[src/rtl/fetch_pkg.sv]
// Shared fetch/decode definitions: FSM state encoding, NOP word and the
// instruction field bit positions that the decode stage also relies on.
package fetch_pkg;

  typedef enum logic [2:0] {
    IDLE,
    REQ,
    WAIT,
    HOLD,
    DRAIN
  } fetch_state_t;

  localparam logic [31:0] NOP_INSTR = 32'h0000_0013;

  localparam int OPC_LSB = 0;
  localparam int OPC_W   = 7;
  localparam int RD_LSB  = 7;
  localparam int F3_LSB  = 12;
  localparam int F3_W    = 3;
  localparam int RS1_LSB = 15;
  localparam int RS2_LSB = 20;
  localparam int F7_LSB  = 25;
  localparam int F7_W    = 7;
  localparam int REG_W   = 5;

endpackage

[src/rtl/fetch_if.sv]
// Instruction-memory request/response channel (one outstanding request).
interface fetch_if #(
  parameter int XLEN = 32
);
  logic            imem_req_valid;
  logic            imem_req_ready;
  logic [XLEN-1:0] imem_addr;
  logic            imem_rsp_valid;
  logic [31:0]     imem_rsp_data;

  modport master (
    output imem_req_valid, imem_addr,
    input  imem_req_ready, imem_rsp_valid, imem_rsp_data
  );

  modport slave (
    input  imem_req_valid, imem_addr,
    output imem_req_ready, imem_rsp_valid, imem_rsp_data
  );
endinterface

[src/rtl/if_id_reg.sv]
// IF/ID pipeline register: load / hold / flush control plus field slicing.
// The misalign flag exists only when FETCH_MISALIGN_TRAP_EN is defined.
module if_id_reg
  import fetch_pkg::*;
#(
  parameter int XLEN = 32
) (
  input  logic             clk,
  input  logic             rst,
  input  logic             load_i,
  input  logic             flush_i,
  input  logic             stall_i,
  input  logic [31:0]      instr_i,
  input  logic [XLEN-1:0]  pc_i,
`ifdef FETCH_MISALIGN_TRAP_EN
  input  logic             misalign_i,
  output logic             misalign_o,
`endif
  output logic             valid_o,
  output logic [31:0]      instr_o,
  output logic [XLEN-1:0]  pc_o,
  output logic [XLEN-1:0]  pc4_o,
  output logic [OPC_W-1:0] opcode_o,
  output logic [F3_W-1:0]  funct3_o,
  output logic [F7_W-1:0]  funct7_o,
  output logic [REG_W-1:0] rd_o,
  output logic [REG_W-1:0] rs1_o,
  output logic [REG_W-1:0] rs2_o
);

  logic            valid_q;
  logic [31:0]     instr_q;
  logic [XLEN-1:0] pc_q;
  logic [XLEN-1:0] pc4_q;

  // Load wins over flush so a redirect can deposit a trap record.
  always_ff @(posedge clk) begin
    if (rst) begin
      valid_q <= 1'b0;
      instr_q <= NOP_INSTR;
      pc_q    <= '0;
      pc4_q   <= '0;
    end else if (load_i) begin
      valid_q <= 1'b1;
      instr_q <= instr_i;
      pc_q    <= pc_i;
      pc4_q   <= pc_i + XLEN'(4);
    end else if (flush_i || !stall_i) begin
      valid_q <= 1'b0;
    end
  end

`ifdef FETCH_MISALIGN_TRAP_EN
  logic misalign_q;

  always_ff @(posedge clk) begin
    if (rst)         misalign_q <= 1'b0;
    else if (load_i) misalign_q <= misalign_i;
  end

  assign misalign_o = misalign_q;
`endif

  assign valid_o  = valid_q;
  assign instr_o  = instr_q;
  assign pc_o     = pc_q;
  assign pc4_o    = pc4_q;
  assign opcode_o = instr_q[OPC_LSB +: OPC_W];
  assign funct3_o = instr_q[F3_LSB  +: F3_W];
  assign funct7_o = instr_q[F7_LSB  +: F7_W];
  assign rd_o     = instr_q[RD_LSB  +: REG_W];
  assign rs1_o    = instr_q[RS1_LSB +: REG_W];
  assign rs2_o    = instr_q[RS2_LSB +: REG_W];

endmodule

[src/rtl/fetch_stage.sv]
// Instruction fetch stage: PC, fetch FSM, one-entry hold buffer and IF/ID.
// Optional misaligned-redirect trap enabled by defining FETCH_MISALIGN_TRAP_EN.
module fetch_stage
  import fetch_pkg::*;
#(
  parameter int              XLEN     = 32,
  parameter logic [XLEN-1:0] RESET_PC = '0
) (
  input  logic             clk,
  input  logic             rst,
  fetch_if.master          imem,
  input  logic             id_stall,
  input  logic             redirect_valid,
  input  logic [XLEN-1:0]  redirect_pc,
`ifdef FETCH_MISALIGN_TRAP_EN
  output logic             id_misalign,
`endif
  output logic             id_valid,
  output logic [31:0]      id_instr,
  output logic [XLEN-1:0]  id_pc,
  output logic [XLEN-1:0]  id_pc4,
  output logic [6:0]       id_opcode,
  output logic [2:0]       id_funct3,
  output logic [6:0]       id_funct7,
  output logic [4:0]       id_rd,
  output logic [4:0]       id_rs1,
  output logic [4:0]       id_rs2
);

  fetch_state_t    state_q, state_d;
  logic [XLEN-1:0] pc_q, pc_d;
  logic [31:0]     hold_q, hold_d;
  logic [XLEN-1:0] hold_pc_q, hold_pc_d;
  logic            halt_q, halt_d;

  logic            accept, outstanding;
  logic            ld, flush;
  logic [31:0]     ld_instr;
  logic [XLEN-1:0] ld_pc;
  logic [XLEN-1:0] redir_pc;

  assign imem.imem_req_valid = (state_q == REQ);
  assign imem.imem_addr      = pc_q;
  assign accept              = imem.imem_req_valid && imem.imem_req_ready;

  // A response is still owed after this edge unless it is arriving right now.
  assign outstanding = ((state_q == WAIT || state_q == DRAIN) && !imem.imem_rsp_valid)
                     || accept;

`ifdef FETCH_MISALIGN_TRAP_EN
  logic ld_mis;
  logic redir_mis;
  assign redir_pc  = redirect_pc;
  assign redir_mis = |redirect_pc[1:0];
`else
  assign redir_pc  = redirect_pc & ~XLEN'(3);
`endif

  always_ff @(posedge clk) begin
    if (rst) begin
      state_q   <= IDLE;
      pc_q      <= RESET_PC;
      hold_q    <= NOP_INSTR;
      hold_pc_q <= '0;
      halt_q    <= 1'b0;
    end else begin
      state_q   <= state_d;
      pc_q      <= pc_d;
      hold_q    <= hold_d;
      hold_pc_q <= hold_pc_d;
      halt_q    <= halt_d;
    end
  end

  always_comb begin
    state_d   = state_q;
    pc_d      = pc_q;
    hold_d    = hold_q;
    hold_pc_d = hold_pc_q;
    halt_d    = halt_q;
    ld        = 1'b0;
    flush     = 1'b0;
    ld_instr  = imem.imem_rsp_data;
    ld_pc     = pc_q;
`ifdef FETCH_MISALIGN_TRAP_EN
    ld_mis    = 1'b0;
`endif

    case (state_q)
      IDLE: state_d = REQ;
      REQ:  if (accept) state_d = WAIT;
      WAIT: begin
        if (imem.imem_rsp_valid) begin
          pc_d = pc_q + XLEN'(4);
          if (id_stall) begin
            hold_d    = imem.imem_rsp_data;
            hold_pc_d = pc_q;
            state_d   = HOLD;
          end else begin
            ld      = 1'b1;
            state_d = REQ;
          end
        end
      end
      HOLD: begin
        if (!halt_q && !id_stall) begin
          ld       = 1'b1;
          ld_instr = hold_q;
          ld_pc    = hold_pc_q;
          state_d  = REQ;
        end
      end
      DRAIN: if (imem.imem_rsp_valid) state_d = halt_q ? HOLD : REQ;
      default: state_d = IDLE;
    endcase

    // Redirect overrides stall and discards whatever the FSM decided above.
    if (redirect_valid) begin
      ld      = 1'b0;
      flush   = 1'b1;
      pc_d    = redir_pc;
      halt_d  = 1'b0;
      state_d = outstanding ? DRAIN : REQ;
`ifdef FETCH_MISALIGN_TRAP_EN
      if (redir_mis) begin
        ld       = 1'b1;
        ld_instr = NOP_INSTR;
        ld_pc    = redirect_pc;
        ld_mis   = 1'b1;
        halt_d   = 1'b1;
        if (!outstanding) state_d = HOLD;
      end
`endif
    end
  end

  if_id_reg #(.XLEN(XLEN)) u_if_id (
    .clk        (clk),
    .rst        (rst),
    .load_i     (ld),
    .flush_i    (flush),
    .stall_i    (id_stall),
    .instr_i    (ld_instr),
    .pc_i       (ld_pc),
`ifdef FETCH_MISALIGN_TRAP_EN
    .misalign_i (ld_mis),
    .misalign_o (id_misalign),
`endif
    .valid_o    (id_valid),
    .instr_o    (id_instr),
    .pc_o       (id_pc),
    .pc4_o      (id_pc4),
    .opcode_o   (id_opcode),
    .funct3_o   (id_funct3),
    .funct7_o   (id_funct7),
    .rd_o       (id_rd),
    .rs1_o      (id_rs1),
    .rs2_o      (id_rs2)
  );

endmodule

[src/flat_wrapper.sv]
// flat-port wrapper written by rule: the top's interface ports become plain ports
module fetch_stage_flat import fetch_pkg::*;
#(
  parameter int              XLEN     = 32,
  parameter logic [XLEN-1:0] RESET_PC = '0
)
  (clk, rst, id_stall, redirect_valid, redirect_pc, id_valid, id_instr, id_pc, id_pc4, id_opcode, id_funct3, id_funct7, id_rd, id_rs1, id_rs2, imem_imem_req_valid, imem_imem_addr, imem_imem_req_ready, imem_imem_rsp_valid, imem_imem_rsp_data);
  fetch_if #(.XLEN(XLEN)) imem_i ();
  input  logic clk;
  input  logic rst;
  input  logic id_stall;
  input  logic redirect_valid;
  input  logic [XLEN-1:0] redirect_pc;
  output logic id_valid;
  output logic [31:0] id_instr;
  output logic [XLEN-1:0] id_pc;
  output logic [XLEN-1:0] id_pc4;
  output logic [6:0] id_opcode;
  output logic [2:0] id_funct3;
  output logic [6:0] id_funct7;
  output logic [4:0] id_rd;
  output logic [4:0] id_rs1;
  output logic [4:0] id_rs2;
  output wire logic [$bits(imem_i.imem_req_valid)-1:0] imem_imem_req_valid;
  output wire logic [$bits(imem_i.imem_addr)-1:0] imem_imem_addr;
  input wire logic [$bits(imem_i.imem_req_ready)-1:0] imem_imem_req_ready;
  input wire logic [$bits(imem_i.imem_rsp_valid)-1:0] imem_imem_rsp_valid;
  input wire logic [$bits(imem_i.imem_rsp_data)-1:0] imem_imem_rsp_data;
  assign imem_imem_req_valid = imem_i.imem_req_valid;
  assign imem_imem_addr = imem_i.imem_addr;
  assign imem_i.imem_req_ready = imem_imem_req_ready;
  assign imem_i.imem_rsp_valid = imem_imem_rsp_valid;
  assign imem_i.imem_rsp_data = imem_imem_rsp_data;
  fetch_stage #(.XLEN(XLEN), .RESET_PC(RESET_PC)) u_core (.clk(clk), .rst(rst), .imem(imem_i), .id_stall(id_stall), .redirect_valid(redirect_valid), .redirect_pc(redirect_pc), .id_valid(id_valid), .id_instr(id_instr), .id_pc(id_pc), .id_pc4(id_pc4), .id_opcode(id_opcode), .id_funct3(id_funct3), .id_funct7(id_funct7), .id_rd(id_rd), .id_rs1(id_rs1), .id_rs2(id_rs2));
endmodule
[config.mk]
export PLATFORM = sky130hd
export DESIGN_NAME = fetch_stage_flat
export DESIGN_NICKNAME = d
export VERILOG_FILES = /design/src/rtl/fetch_pkg.sv /design/src/rtl/fetch_if.sv /design/src/rtl/if_id_reg.sv /design/src/rtl/fetch_stage.sv /design/src/flat_wrapper.sv
export SDC_FILE = /design/constraint.sdc
export NUM_CORES = 1
export LEC_CHECK = 0
export BUFFER_PORTS_ARGS = -buffer_cell sky130_fd_sc_hd__buf_4
export CORE_MARGIN = 2
export CORE_UTILIZATION = 57
export DETAILED_ROUTE_END_ITERATION = 10
export PLACE_DENSITY = 0.82
export SETUP_SLACK_MARGIN = 0.1
export SYNTH_ARGS = -nofsm -noshare
export SYNTH_HDL_FRONTEND = slang
export SYNTH_SLANG_ARGS = --single-unit
[constraint.sdc]
create_clock -name clk -period 3.6 [get_ports clk]
set_clock_uncertainty 0.05 [all_clocks]
set_input_delay 0.18 -clock clk [delete_from_list [all_inputs] [get_ports clk]]
set_output_delay 0.18 -clock clk [all_outputs]
set_load 0.02 [all_outputs]
# Word-level counts from Yosys, hierarchy flattened
# Index checks and enable logic that the tools add are counted.
# op_classes
n_lt_le_gt_ge	0
mux	22
n_eq_ne	8
div_mod_pow	0
reduce_logical	16
shifts	0
n_mul	0
n_bitwise	0
addsub	2
# op_table
cell	n
$mux 32	7
$add 32x3->32 const B	2
$mux 3	6
$pmux 3 s5	1
$ne 3x3->1 const B	3
$eq 3x2->1 const B	2
$mux 1	6
$reduce_bool 2->1	3
$reduce_and 2->1	2
$reduce_and 4->1	1
$eq 3x1->1 const B	1
$eq 3x3->1 const B	1
$logic_not 3->1	1
$logic_or 1x1->1	3
$ne 3x2->1 const B	1
$reduce_and 3->1	1
$logic_and 1x1->1	2
$logic_not 1->1	2
$mux 2	1
$pmux 1 s2	1
$reduce_or 2->1	1
# word_totals
rom_bits	0
inputBits	70
latchBits	0
wordCells	57
ram_bits	0
register_bits	196
memories	0
out_inout_bits	162

# Longest topological paths before layout
# Gate-level depths: netlist (run 1).
# logic_depth
word_depth	6
mapped_depth	10
ltp_nobuf	7

# Hierarchy
# Synthesis (run 1) repeated with hierarchy kept, for this count alone.
# unflattened
hier_cells	1077
area_unflattened_um2	9140.0
# modules_own_cells
mod	area_each_um2	instances	cells_per_inst
fetch_stage	4962.3	1	629
if_id_reg	4177.8	1	448

# Least setup slack after synthesis (run 1)
# Ideal clock, no wire load.
# synth_path
path_kind	reg2reg
startpoint	register u_core.pc_q[3], in the netlist u_core.imem.imem_addr[3]
endpoint	register u_core.pc_q[28], in the netlist u_core.imem.imem_addr[28]
synth_period_minus_slack_ps	2407
slack_ps	1193
stages_incl_launch_ff	8
setup_time_ps	79
arrival_time_ps	2278
cell_sequence	dfxtp_1 > ha_1 > nand2_1 > nor4_4 > nand3_2 > or4_1 > xor2_1 > a211oi_2
# synth_between
elab_chain_cells	4
# synth_rtl
element	line_no	rtl
start, declared	fetch_stage.sv:31	logic [XLEN-1:0] pc_q, pc_d;
start signal, assigned	fetch_stage.sv:68	pc_q <= pc_d;
$add 32x3->32	fetch_stage.sv:94	pc_d = pc_q + XLEN'(4);
$mux 32	fetch_stage.sv:93	if (imem.imem_rsp_valid) begin
$mux 32	fetch_stage.sv:89	case (state_q)
$mux 32	fetch_stage.sv:118	if (redirect_valid) begin
# No other way between the ends. The select of a mux whose other input is x is not followed.
# A chain may end at the register's enable or synchronous reset.

# Final worst setup path (run 1)
# layout_path
startpoint	register u_core.state_q[1]
endpoint	register u_core.u_if_id.pc4_q[24], in the netlist u_core.u_if_id.pc4_o[24]
# layout_between
elab_chain_cells	3
# layout_rtl
element	line_no	rtl
start, declared	fetch_stage.sv:30	fetch_state_t state_q, state_d;
start signal, assigned	fetch_stage.sv:67	state_q <= state_d;
$eq 3x2->1	fetch_stage.sv:89	
$mux 32 or $pmux 1 s2 (tied branches)	fetch_stage.sv:89	
$add 32x3->32 or $mux 1 (tied branches)	if_id_reg.sv:47, fetch_stage.sv:118	
end signal, assigned	if_id_reg.sv:47	pc4_q <= pc_i + XLEN'(4);
end, declared	if_id_reg.sv:34	logic [XLEN-1:0] pc4_q;
# Parallel ways exist; a longest one is shown, timed or not.

==> results.json, run 1 <==
{
  "outcome": "complete, no violations",
  "fin_setup_tns_ns": 0,
  "track_usage_pct": 31.34,
  "place_area_sq_um": 10440,
  "initial_core_util_pct": 58.46,
  "grt_pass1_vias": 8131,
  "cts_tree": "built",
  "first_pass_iters": 5,
  "crit_type": "flip-flop to flip-flop",
  "die_w_um": 129.1,
  "synthTopCellsByCount": "275 x nand2_1, 188 x dfxtp_1, 122 x nor2_1",
  "rows": 45,
  "path_common_cell": "nor3_1",
  "p_leak_uw": 0.004605,
  "slew_violations": 0,
  "synth_area_per_cell_sq_um": 7.838,
  "switching_power_uw": 1104,
  "cts_sinks": 188,
  "antenna_found_initial": 0,
  "cts_hold_buf": 61,
  "fin_area_sq_um": 11620,
  "h-tree-depth": 4,
  "netlist_instances": 1138,
  "globalRouteMet3Util_pct": 7.184,
  "worstHoldStart": "id_stall",
  "synth_area_leader_cell": "dfxtp_1",
  "vias_per_cell": 5.681,
  "cp_num_buf_inv": 0,
  "hold_viol": 0,
  "pwr-share-clk_pct": 41.1,
  "min_path_cells": 3,
  "rsz0062_at_grt": "false",
  "synthTopCellsByArea": "dfxtp_1 42%, nand2_1 12%, nor2_1 5.1%, a21oi_1 5.0%, mux2i_1 3.7%",
  "vias": 8874,
  "post_drt_wl_per_cell_um": 16.83,
  "crit_chain": "nand4bb_4, nor3_1, o22ai_2, nor3_1, nor3_1, a311o_1",
  "synthDominantCellAreaShare_pct": 42.19,
  "core_area_sq_um": 15260,
  "min_path_type": "input pin to flip-flop",
  "syn_area_sq_um": 8920,
  "hpwl_um": 16890,
  "grt-busiest-layer": "met2",
  "fin_crit_ns": 2.963,
  "synth-edff-count": 0,
  "finalCritPeriodShare_pct": 82.32,
  "r2r_end": "u_core.u_if_id.pc4_o[24]",
  "ys_warn_count": 0,
  "synth_cell_types": 56,
  "power_uw": 4418,
  "tightest_slew_ns": 0.9107,
  "portBuffers": 223,
  "clk_pin_slew_worst_paths_ns": 0.07,
  "worstRegToRegCells": 6,
  "num_antenna_cells": 0,
  "use_met2_pct": 47.99,
  "pre_cts_ws_ns": 0.7153,
  "post_cts_buffers": 0,
  "fp.dieH_um": 129.1,
  "r2r_start": "u_core.state_q[1]",
  "maxCapViolations": 0,
  "die_area_sq_um": 16670,
  "slowest_stage": "dfxtp_1",
  "finalWorstSetupSlack_ns": 0.6365,
  "grt_overflow": 0,
  "internal-power_uw": 3314,
  "wl_um": 26300,
  "clk_path_buf_depth": 2,
  "fmax_mhz": 337.4,
  "relSlewSlack_pct": 39.29,
  "worstPathRequired_ns": 3.88,
  "cp.arrival_ns": 3.24,
  "yosysSeqAreaShare_pct": 42.19,
  "grt_max_degree": 89,
  "powerDensity_nw_per_um2": 380.3,
  "place.gp.congestion": 0.9112,
  "cp_max_fo": 25,
  "first_iter_violations": 911,
  "fin_hold_ws_ns": 0.03258,
  "synth_most_common_cell": "nand2_1",
  "setup_viol": 0,
  "final_nets": 1410,
  "grt_pass1_wl_um": 41790,
  "min_to": "u_core.u_if_id.valid_o",
  "clock_latency_ns": 0.44,
  "pwr-share-comb_pct": 9.6,
  "reg2reg_setup_slack_ns": 0.64,
  "drive_above_1_share_pct": 22.06,
  "synthArstFlopShare_pct": 0,
  "use_met1_pct": 43.86,
  "area_growth_pct": 30.23,
  "end_kind": "flip-flop",
  "ys.flop_type": "dfxtp_1",
  "cts-root-buf": "clkbuf_16",
  "sw_frac_of_total_pct": 24.98,
  "final_antenna_net_count": 0,
  "crit_family": "simple AND/OR/NAND/NOR gates",
  "seqPwrFrac_pct": 49.3,
  "critical-path-max-stage-delay_ns": 0.58,
  "start_kind": "flip-flop",
  "ios": 232,
  "vdd_drop_max_uv": 339.0,
  "drcViolationCount": 0,
  "ys_seq_elements": 188,
  "cts_resized": 0,
  "cts_buffers": 17
}
[worst min-delay path, delay by kind of cell]
family	cells	cell delay [ns]
buffers and inverters	1	0.15
AND/OR/NAND/NOR	1	0.08
AO/OA/AOI/OAI	1	0.06
[how the worst max path moves through the flow]
| stage | depth (start not counted) | end | slack (ns) | start |
|---|---|---|---|---|
| 2_1_floorplan | 7 | u_core.imem.imem_addr[28] | 1.19 | u_core.imem.imem_addr[3] |
| 3_3_place_gp | 6 | u_core.u_if_id.pc4_o[24] | 0.80 | u_core.state_q[1] |
| 3_5_place_dp | 6 | u_core.u_if_id.pc4_o[24] | 0.72 | u_core.state_q[1] |
| 4_1_cts | 6 | u_core.u_if_id.pc4_o[24] | 0.70 | u_core.state_q[1] |
| 5_1_grt | 6 | u_core.u_if_id.pc4_o[24] | 0.42 | u_core.state_q[1] |
| 6_report | 6 | u_core.u_if_id.pc4_o[24] | 0.64 | u_core.state_q[1] |
[routing by layer]
metal	part of all wire, %	vias up
met4	2.3	0
met3	8.8	53
li1	-	4284
met5	0	-
met1	43	4087
met2	46	450
[state kept, by name, summed over array words and instances, names as in the netlist]
name and count:
u_core.u_if_id.pc4_o 30, u_core.hold_pc_q 30, u_core.hold_q 32, u_core.imem.imem_addr 30, u_core.u_if_id.pc_o 30, u_core.u_if_id.valid_o 1, u_core.u_if_id.instr_o 32, u_core.state_q 3
[cells in the final DEF (no fill, tap or decap), types with 4 or more instances in the layout]
cell,synthesis,layout
o21ai_0,16,16
dlygate4sd3_1,0,61
nand3_1,35,35
a311oi_1,34,34
buf_4,42,245
xor2_1,17,17
o211ai_1,5,5
a21oi_1,90,90
nor2_1,122,122
nand2_1,275,274
a211oi_1,31,31
conb_1,1,6
nand4_1,21,21
o31ai_1,4,4
or3_1,4,4
and4_1,5,5
nand2b_1,5,5
nor4_1,11,9
dfxtp_1,188,188
and2_1,8,7
clkbuf_16,0,17
and3_1,13,13
mux2i_1,33,33
clkinvlp_4,0,7
xnor2_1,25,25
nor3_1,17,17
[kinds of logic (layout without fill, tap and decap cells)]
group | after synthesis | after routing | share of synthesized area (%)
compound gates | 206 | 206 | 15.32
xor+xnor | 42 | 42 | 4.124
fa+ha+maj | 1 | 1 | 0.1402
buf+inv | 134 | 342 | 7.645
flops | 188 | 188 | 42.19
mux | 36 | 36 | 4.082
other cells | 1 | 6 | 0.04204
simple gates | 530 | 530 | 26.46
[final cells by class]
cell class              instances  area [sq um]
repair buffers                308          2490
fillers                      1097          3642
multi-input cells             821          4524
well taps                     211         264.0
flip-flops and latches        188          3764
clock inverters                10         92.59
inverters                       3         11.26
clock buffers                  21         470.5
[power by group through the flow]
stage	clock network, uW	logic, uW	registers, uW
3_3_place_gp	0	357	2220
4_1_cts	1820	416	2170
3_5_place_dp	0	361	2220
5_1_grt	1920	456	2180
2_1_floorplan	0	197	2220
6_report	1820	424	2180
[metrics by stage]
| stage | instances | util (%) |
|---|---|---|
| final | 1562 | 76.13 |
| after global placement | 1470 | 68.44 |
| after detailed placement | 1470 | 68.44 |
| after CTS | 1562 | 76.13 |
| after floorplan | 1143 | - |
| after global routing | 1562 | 76.13 |
No activity file was read; power rests on OpenSTA's default activity.
==> run 2, diff against run 1 <==
- ABC_AREA: default -> 1
- CORE_UTILIZATION: 57 -> 54
- PLACE_DENSITY: 0.82 -> 0.77
- clock period: 3.6 -> 2.9 ns (I/O delays scaled with it)
==> results.json, run 2 <==
{
  "outcome": "complete, no violations",
  "maxCapViolations": 0,
  "final_cell_mix": "374 x nand2_1, 245 x buf_4, 227 x nor2_1",
  "top_layer_used": "met4",
  "cts_sinks": 188,
  "wl_met3_um": 2110,
  "grt_pass1_wl_um": 46310,
  "clk_pin_slew_worst_paths_ns": 0.07,
  "wl_um": 28950,
  "cts-root-buf": "clkbuf_16",
  "layout_commonest_cell": "nand2_1",
  "ys_warn_count": 0,
  "tightest_slew_ns": 1.006,
  "sw_frac_of_total_pct": 29.00,
  "post_cts_buffers": 0,
  "cp_max_fo": 16,
  "rsz0062_at_grt": "false",
  "synthArstFlopShare_pct": 0,
  "drcViolationCount": 0,
  "relSlewSlack_pct": 32.81,
  "grt_overflow": 0,
  "vdd_drop_max_uv": 447.0,
  "synth_most_common_cell": "nand2_1",
  "drive_above_1_share_pct": 18.84,
  "internal-power_uw": 4489,
  "syn_area_sq_um": 9866,
  "vias_per_cell": 5.418,
  "portBuffers": 223,
  "powerDensity_nw_per_um2": 506.3,
  "pwr-share-clk_pct": 38.3,
  "num_antenna_cells": 0,
  "post_drt_wl_per_cell_um": 14.94,
  "synthTopCellsByArea": "dfxtp_1 38%, nand2_1 14%, nor2_1 8.6%, o21ai_0 7.4%, inv_1 4.0%",
  "wl_met2_um": 13160,
  "first_pass_iters": 5,
  "slew_violations": 0,
  "grt_pass1_vias": 9148,
  "switching_power_uw": 1834,
  "die_area_sq_um": 19370,
  "ys_seq_elements": 188,
  "die_w_um": 139.2,
  "initial_core_util_pct": 54.92,
  "h-tree-depth": 4,
  "fillers": 1536,
  "start_kind": "flip-flop",
  "end_kind": "flip-flop",
  "ys.flop_type": "dfxtp_1",
  "core_area_sq_um": 17960,
  "cts_buffers": 17,
  "clock_latency_ns": 0.44,
  "finalCritPeriodShare_pct": 85.34,
  "synth-edff-count": 0,
  "seqPwrFrac_pct": 44.1,
  "rows": 49,
  "pwr-share-comb_pct": 17.6,
  "synthDominantCellAreaShare_pct": 38.15,
  "clk_path_buf_depth": 2,
  "synth_area_per_cell_sq_um": 6.599,
  "area_growth_pct": 26.58,
  "cts_resized": 0,
  "final_nets": 1768,
  "fin_crit_ns": 2.475,
  "yosysSeqAreaShare_pct": 38.15,
  "fin_setup_tns_ns": 0,
  "hold_viol": 0,
  "fp.dieH_um": 139.2,
  "fmax_mhz": 404.1,
  "ios": 232,
  "hpwl_um": 19760,
  "first_iter_violations": 949,
  "vias": 10500,
  "synth_cell_types": 45,
  "track_usage_pct": 28.95,
  "netlist_instances": 1495,
  "setup_viol": 0,
  "p_leak_uw": 0.005681,
  "cp.arrival_ns": 2.75,
  "cts_tree": "built",
  "drt-met1-wl_um": 13230,
  "crit_type": "flip-flop to flip-flop",
  "min_path_type": "input pin to flip-flop",
  "synthTopCellsByCount": "374 x nand2_1, 227 x nor2_1, 188 x dfxtp_1",
  "place.gp.congestion": 0.9085,
  "final_antenna_net_count": 0,
  "cts_hold_buf": 54,
  "worstPathRequired_ns": 3.17,
  "grt_max_degree": 54,
  "synth_area_leader_cell": "dfxtp_1",
  "post-route-util_pct": 69.52,
  "antenna_found_initial": 0
}
[run 2: per-stage QoR]
step / std cells / setup slack, ns / power, uW / hold WS (ns) / cell area, sq um
2_1_floorplan: 1500 / 0.8221 / 3519 / 0.2211 / 9884
3_3_place_gp: 1853 / 0.5076 / 3859 / 0.3177 / 11340
3_5_place_dp: 1853 / 0.5026 / 3878 / 0.3229 / 11340
4_1_cts: 1938 / 0.4779 / 6325 / 0.01138 / 12490
5_1_grt: 1938 / 0.2118 / 6570 / 0.05858 / 12490
6_report: 1938 / 0.4251 / 6323 / 0.01810 / 12490
[run 2: logic make-up (layout without fill, tap and decap cells)]
logic type                 count (synthesis)  count (layout)  synth area share (%)
adders and majority gates                  1               1                0.1268
other                                      1               6               0.03801
xor gates and xnor gates                  13              13                 1.154
buffers and inverters                    236             445                 11.43
DFF                                      188             188                 38.15
and+or+nand+nor                          739             739                 31.03
AOI/OAI and AO/OA                        317             317                 18.07
[run 2: final timing paths]
check,start,endpoint,slack (ns),cells past startpoint
min reg2reg,u_core.hold_pc_q[24],u_core.hold_pc_q[24],0.41,2
max,u_core.state_q[1],u_core.u_if_id.pc4_o[31],0.43,13
max reg2reg,u_core.state_q[1],u_core.u_if_id.pc4_o[31],0.43,13
min,redirect_pc[17],u_core.imem.imem_addr[17],0.02,5
[run 2: worst max-delay path, cell delays in order (launching register included)]
cell and delay (ns):
dfxtp_1 0.44, nand3_2 0.31, buf_4 0.30, buf_4 0.18, nand2_1 0.06, nand2_1 0.13, nor2_1 0.22, nand2_1 0.12
nor2_2 0.17, inv_1 0.06, nor2_1 0.13, nand3_1 0.08, nand2_1 0.06, nor2_1 0.03
[run 2: per-layer routing]
layer  track usage, %  vias up
li1                 -     5215
met1            42.43     4789
met2            44.10      459
met3            4.109       37
met4            9.144        0
met5                0        -
[run 2: power by group through the flow]
stage | clock network [uW] | registers (uW) | logic, uW
after global placement | 0 | 2840 | 1020
after floorplan | 0 | 2910 | 611
after CTS | 2440 | 2790 | 1100
after detailed placement | 0 | 2850 | 1030
after global routing | 2560 | 2800 | 1210
final | 2420 | 2790 | 1110
[run 2: final cells by class]
cell class	instances	area, sq um	area share [%]
Inverter	114	430.4	3.447
Clock buffer	18	439.2	3.517
Sequential cell	188	3764	30.14
Timing Repair Buffer	300	2400	19.22
Clock inverter	13	167.7	1.343
Multi-Input combinational cell	1076	5001	40.05
Tap cell	229	286.5	2.294
==> run 3, diff against run 2 <==
- BUFFER_PORTS_ARGS: -buffer_cell sky130_fd_sc_hd__buf_4 -> default
- CORE_UTILIZATION: 54 -> 57
- CTS_BUF_LIST: default -> sky130_fd_sc_hd__clkbuf_8
- DONT_BUFFER_PORTS: default -> 1
- PLACE_DENSITY: 0.77 -> 0.69
==> results.json, run 3 (same netlist as run 2, synthesis figures left out) <==
{
  "outcome": "complete, no violations",
  "critical-path-max-stage-delay_ns": 0.55,
  "portBuffers": 0,
  "worstPathRequired_ns": 3.23,
  "area_growth_pct": 10.68,
  "setup_viol": 0,
  "cts_buffers": 17,
  "cp_max_fo": 5,
  "cts_sinks": 188,
  "vdd_drop_max_uv": 290.5,
  "h-tree-depth": 4,
  "maxCapViolations": 0,
  "final_antenna_net_count": 0,
  "cp_num_buf_inv": 2,
  "slew_violations": 0,
  "grt_overflow": 0,
  "clk_path_buf_depth": 2,
  "path_common_cell": "nor2_1",
  "fin_hold_ws_ns": 0.03898,
  "place.gp.congestion": 0.9384,
  "crit_family": "simple AND/OR/NAND/NOR gates",
  "powerDensity_nw_per_um2": 503.1,
  "grt_pass1_wl_um": 44440,
  "final_cell_mix": "374 x nand2_1, 227 x nor2_1, 186 x dfxtp_1",
  "fillers": 1590,
  "min_path_type": "input pin to flip-flop",
  "ios": 232,
  "clock_latency_ns": 0.48,
  "rsz0062_at_grt": "false",
  "fin_crit_ns": 2.650,
  "drive_above_1_share_pct": 7.632,
  "use_met1_pct": 42.94,
  "start_kind": "flip-flop",
  "slowest_stage": "dlygate4sd3_1",
  "p_leak_uw": 0.004602,
  "cts_tree": "built",
  "fin_setup_tns_ns": 0,
  "crit_chain": "nand2_1, nor2_1, buf_4, nand3_1, nor2_1, nand3_1, nor2_1, nor2_1, a21oi_1, nor2_1, dlygate4sd3_1",
  "power_uw": 5493,
  "first_iter_violations": 828,
  "die_w_um": 135.6,
  "post-route-util_pct": 63.79,
  "track_usage_pct": 30.38,
  "r2r_start": "u_core.imem.imem_addr[6]",
  "hpwl_um": 18780,
  "drcViolationCount": 0,
  "grt-busiest-layer": "met2",
  "grt_pass1_vias": 8551,
  "cp.arrival_ns": 2.98,
  "first_pass_iters": 5,
  "die_area_sq_um": 18380,
  "rows": 48,
  "globalRouteMet3Util_pct": 6.734,
  "vias_per_cell": 5.551,
  "worstHoldStart": "redirect_valid",
  "initial_core_util_pct": 57.64,
  "post_drt_wl_per_cell_um": 16.15,
  "crit_path_start": "u_core.imem.imem_addr[6]",
  "grt_max_degree": 59,
  "clk_pin_slew_worst_paths_ns": 0.11,
  "use_met2_pct": 46.66,
  "wl_um": 28170,
  "final_nets": 1578,
  "antenna_found_initial": 0,
  "crit_type": "flip-flop to flip-flop",
  "end_kind": "flip-flop",
  "num_antenna_cells": 0,
  "core_area_sq_um": 17120,
  "relSlewSlack_pct": 26.44,
  "finalCritPeriodShare_pct": 91.38,
  "vias": 9687,
  "cts-root-buf": "clkbuf_8",
  "fp.dieH_um": 135.6,
  "fmax_mhz": 377.4,
  "layout_commonest_cell": "nand2_1",
  "hold_viol": 0,
  "tightest_slew_ns": 1.100
}
## run 3: cell types whose count changed in the layout (fill, tap and decap cells not counted), sizes merged
cell | previous run | this run
inv | 114 | 120
clkinv | 8 | 7
buf | 246 | 37
dlygate4sd3 | 54 | 73
clkinvlp | 2 | 1
bufinv | 3 | 0
## run 3: routing by layer
metal	wire (um)	vias to the layer above	share of wire (%)
li1	-	4838	-
met5	0	-	0
met3	2344	32	8.3
met4	439	0	1.6
met1	12880	4418	46
met2	12510	399	44
## run 3: what timing repair did
item,4_1_cts,5_1_grt
hold endpoints to repair,139,0
setup buffers,0,0
hold buffers,74,0
resized for setup,0,2
endpoints found under the setup margin,0,1
## run 3: area by class of cell
type	count	area [sq um]	area share, %
inverters	114	430.4	3.942
flip-flops and latches	188	3766	34.49
clock buffers	18	247.7	2.269
repair buffers	110	1046	9.579
multi-input cells	1076	5001	45.80
clock inverters	14	146.4	1.341
well taps	225	281.5	2.578
## run 3: worst register-to-register path, stage by stage (launching register included)
cell	delay [ns]
dfxtp_1	0.52
nand2_1	0.18
nor2_1	0.13
buf_4	0.15
nand3_1	0.12
nor2_1	0.28
nand3_1	0.22
nor2_1	0.14
nor2_1	0.05
a21oi_1	0.12
nor2_1	0.04
dlygate4sd3_1	0.55
## run 3: power by group
group	internal, uW	total, uW	switching [uW]
clock	671	1750	1080
combinational	288	855	567
sequential	2690	2880	193
total	3650	5490	1840
## run 3: path summary, 6_finish.rpt
| check | endpoint | slack (ns) | cells after the start |
|---|---|---|---|
| worst min register to register | u_core.hold_pc_q[16] | 0.41 | 2 |
| worst max register to register | u_core.imem.imem_addr[17] | 0.25 | 11 |
| worst max-delay path | u_core.imem.imem_addr[17] | 0.25 | 11 |
| worst min-delay path | u_core.imem.imem_addr[7] | 0.04 | 3 |
## run 3: through the flow
stage               instance area (sq um)  setup slack (ns)  cells
detailed placement                   9772            0.3884   1639
global placement                     9772            0.4206   1639
finish                              10920            0.2500   1745
floorplan                            9884            0.8221   1500
global route                        10920            0.1082   1745
CTS                                 10920            0.2264   1745
